## config.mk

```make
export PLATFORM = sky130hd
export DESIGN_NAME = tawas_rcn_slave
export DESIGN_NICKNAME = d
export VERILOG_FILES = /design/src/rtl/tawas_rcn_slave.sv
export SDC_FILE = /design/constraint.sdc
export NUM_CORES = 1
export LEC_CHECK = 0
export BUFFER_PORTS_ARGS = -buffer_cell sky130_fd_sc_hd__buf_4
export CAP_MARGIN = 5
export CELL_PAD_IN_SITES_DETAIL_PLACEMENT = 0
export CELL_PAD_IN_SITES_GLOBAL_PLACEMENT = 1
export CORE_UTILIZATION = 25
export DETAILED_ROUTE_END_ITERATION = 10
export PLACE_DENSITY_LB_ADDON = 0.1
export SYNTH_ARGS = -nofsm -noshare
export SYNTH_HDL_FRONTEND = slang
export SYNTH_SLANG_ARGS = --single-unit
export TNS_END_PERCENT = 10
```

## constraint.sdc

```tcl
create_clock -name clk -period 2.1 [get_ports clk]
set_clock_uncertainty 0.1 [all_clocks]
set_input_delay 0.315 -clock clk [delete_from_list [all_inputs] [get_ports clk]]
set_output_delay 0.315 -clock clk [all_outputs]
set_load 0.05 [all_outputs]
```

## src/rtl/tawas_rcn_slave.sv

```systemverilog
// rtl/tawas_rcn_slave.sv - RCN ring target node bridging window hits to a local ack bus
module tawas_rcn_slave #(
  parameter logic [20:0] ADDR_BASE = 21'h000000,
  parameter logic [20:0] ADDR_MASK = 21'h1FF000
) (
  input  logic        clk,
  input  logic        rst,
  input  logic [66:0] rcn_in,
  output logic [66:0] rcn_out,
  output logic        cs,
  output logic        wr,
  output logic [23:0] addr,
  output logic [3:0]  mask,
  output logic [31:0] wdata,
  input  logic        ack,
  input  logic [31:0] rdata
);

  typedef enum logic [1:0] {IDLE, BUS, RSP} state_t;

  state_t      state;
  // Request minus vld/req; data field is replaced by rdata on a read ack.
  logic [64:0] held;
  logic        hit;

  assign hit = rcn_in[66] & rcn_in[65] &
               ((rcn_in[52:32] & ADDR_MASK) == ADDR_BASE);

  always_ff @(posedge clk or negedge rst) begin
    if (!rst) begin
      state   <= IDLE;
      held    <= '0;
      rcn_out <= '0;
      cs      <= 1'b0;
      wr      <= 1'b0;
      addr    <= '0;
      mask    <= '0;
      wdata   <= '0;
    end else begin
      rcn_out <= rcn_in;
      case (state)
        IDLE: begin
          if (hit) begin
            held    <= rcn_in[64:0];
            rcn_out <= '0;
            cs      <= 1'b1;
            wr      <= rcn_in[64];
            addr    <= {1'b0, rcn_in[52:32], 2'b00};
            mask    <= rcn_in[59:56];
            wdata   <= rcn_in[31:0];
            state   <= BUS;
          end
        end
        BUS: begin
          if (ack) begin
            cs <= 1'b0;
            if (!held[64]) held[31:0] <= rdata;
            state <= RSP;
          end
        end
        RSP: begin
          // Occupied slots keep circulating; the response waits for a hole.
          if (!rcn_in[66]) begin
            rcn_out <= {2'b10, held};
            state   <= IDLE;
          end
        end
        default: state <= IDLE;
      endcase
    end
  end

endmodule

```

==> flow_summary.yaml <==
timing:
  hold_viol_final: 0
  max_freq_ghz: 0.488
  post-route-period-util_pct: 97.5
  setup_violations: 0
  rsz0062_at_grt: "no"
  maxSlewViolCount: 0
  min_period_ps: 2050
clock_network:
  numCtsBuffers: 17
  insertion_delay_ps: 420
  clock-sinks: 167
  cts_root_buffer: "clkbuf_16"
  h-tree-depth: 4
  clockBufferDepth: 2
  cts_tree: "yes"
  cts.clk_slew.worst_paths_ps: 70
drt:
  drt_iter0_markers: 243
  via_count: 5255
  ant_nets: 0
  wl_per_cell_um: 17.9
  drtPass1Iterations: 6
  vias_per_cell: 4.39
  drc: 0
  drt_wl_total_mm: 21.4
final_layout:
  multi_input_area_um2: 2730
  final_nets: 902
  final_cells: 1197
  antenna_cells: 0
  layout_commonest_cell: "buf_4"
  drive_gt1_share_pct: 50.6
  area_growth_pct: 38.9
  layout_common_cells: "buf_4 (243), dfrtp_1 (167), nand2_1 (95)"
  regArea_um2: 4180
  fillCellCount: 2903
  finalInstanceArea_um2: 10100
critical_path:
  critPathArrivalTime_ps: 2250
  path_max_fanout: 20
  cp.required_ps: 2300
  critPathLaunchType: "primary input"
  critPathKind: "primary input to flip-flop"
  end_kind: "flip-flop"
placed_design:
  dp_hpwl_mm: 14.4
  dp_cells: 1148
  portBuffers: 227
  routabilityCongestion: 0.724
  dpl_cell_area_um2: 9400
power:
  vdd_drop_max_mv: 0.385
  power_frac_seq_pct: 45.3
  combPwrFrac_pct: 13.2
  p_leak_uw: 0.00503
  swShare_pct: 28.2
  clockPowerShare_pct: 41.5
  internal_power_uw: 5320
  p_sw_uw: 2090
  p_per_area_nw_per_um2: 731
global_routing:
  grt_max_degree: 52
  grt_pass1_vias: 5738
  grt_usage_pct: 14.8
  overflow: 0
  grt_antenna_before_repair: 0
  grt_pass1_wl_mm: 34.3
synthesis:
  synth_warnings: 0
  syn_inst: 579
  synth_area_per_cell_um2: 12.6
  ys_seq_area_share_pct: 57.3
  synth_cell_types: 25
  synth_area_um2: 7300
  synth-seq-cells: 167
floorplan:
  fp.dieH_um: 173
  dieArea_um2: 29900
  rows: 62
  fp.dieW_um: 173
  pin_count: 231
  coreArea_um2: 28700
  initial_core_util_pct: 25.4
run_status:
  status: "completed"
hold_path:
  hp-class: "primary input to flip-flop"
run:
  maxCapViolations: 0
## what timing repair did
| item | 4_1_cts | 5_1_grt |
|---|---|---|
| hold buffers | 15 | 1 |
| buffers inserted | 0 | 1 |
| resized for setup | 0 | 1 |
| endpoints found under the setup margin | 0 | 1 |
| endpoints found under the hold margin | 56 | 1 |
## cell usage after synthesis
library cell,number,area [µm²]
a21o_1,3,22.5
a22o_1,17,149
a22oi_1,23,173
and3b_1,1,8.76
and4_1,1,8.76
buf_2,8,40.0
buf_4,32,240
buf_6,3,33.8
clkbuf_1,26,97.6
conb_1,1,3.75
dfrtp_1,167,4180
inv_1,3,11.3
mux2_1,2,22.5
mux2_2,88,991
mux2_4,30,450
nand2_1,95,357
nand2b_1,2,12.5
nand3_1,1,5.00
nor2_1,5,18.8
nor2b_1,10,62.6
nor4_2,2,25.0
o21ai_0,31,155
o21ai_1,4,20.0
o21ba_1,1,10.0
o2bb2ai_1,23,201
## sequential cells by signal, indices dropped and copies added, names as in the netlist
| signal | cells |
|---|---|
| held | 62 |
| cs | 1 |
| wdata | 32 |
| state | 2 |
| rcn_out | 67 |
| mask | 3 |
## metal layers
metal | track usage (%) | share of wire (%) | up-vias
met1 | 19.1 | 44 | 2672
li1 | - | - | 2433
met4 | 3.95 | 0.82 | 0
met3 | 4.13 | 5.5 | 9
met2 | 24.4 | 49 | 141
met5 | 0 | 0 | -
## critical path, stage by stage
cell and delay, ps:
dlygate4sd3_1 560, buf_4 140, and3b_1 230, and4_4 280, o21ba_2 220, buf_12 180, mux2_1 320
## power by group through the flow
stage / combinational, µW / sequential (µW) / clock, µW
after global placement: 957 / 3420 / 0
after detailed placement: 966 / 3420 / 0
after global routing: 1040 / 3370 / 3340
after CTS: 989 / 3360 / 3210
final: 975 / 3360 / 3080
after floorplan: 224 / 3690 / 0
## per-stage QoR
stage	hold slack, ps	power, µW	setup WS (ps)	setup TNS (ps)	util (%)
global placement	193	4370	19.2	0	32.7
global route	7.28	7750	23.4	0	35.3
CTS	3.07	7560	32.6	0	35.2
detailed placement	199	4380	-43.5	-364	32.7
floorplan	-80.6	3920	220	0	-
finish	28.4	7410	52.2	0	35.3
## final cells by class
type                            instances  share of cell area [%]
Clock buffer                           19                    4.47
Multi-Input combinational cell        342                    26.9
Inverter                                3                   0.111
Clock inverter                         13                    1.10
Tap cell                              384                    4.74
Sequential cell                       167                    41.2
Timing Repair Buffer                  269                    21.5
## worst paths after layout
| path | cells past startpoint | start | endpoint | slack [ps] |
|---|---|---|---|---|
| worst max-delay path | 7 | rcn_in[44] | held[31]$_DFFE_PN0P_ | 50 |
| worst min-delay path | 2 | rcn_in[43] | rcn_out[43]$_DFF_PN0_ | 30 |
| worst max register to register | 5 | state[0]$_DFFE_PN0P_ | held[31]$_DFFE_PN0P_ | 200 |
| worst min register to register | 2 | held[53]$_DFFE_PN0P_ | rcn_out[53]$_DFF_PN0_ | 380 |
| max in group asynchronous | 3 | rst | held[8]$_DFFE_PN0P_ | 920 |
| min in group asynchronous | 2 | rst | held[38]$_DFFE_PN0P_ | 300 |
## kinds of logic (layout without fill, tap and decap cells)
group / Yosys count / after routing / share of synthesized area, %
other: 1 / 3 / 0.0514
multiplexers: 120 / 120 / 20.1
AND/OR/NAND/NOR: 117 / 117 / 6.82
buffers and inverters: 72 / 304 / 5.79
AO/OA/AOI/OAI: 102 / 102 / 10.0
flip-flops: 167 / 167 / 57.3
(Power assumes the default switching activity.)
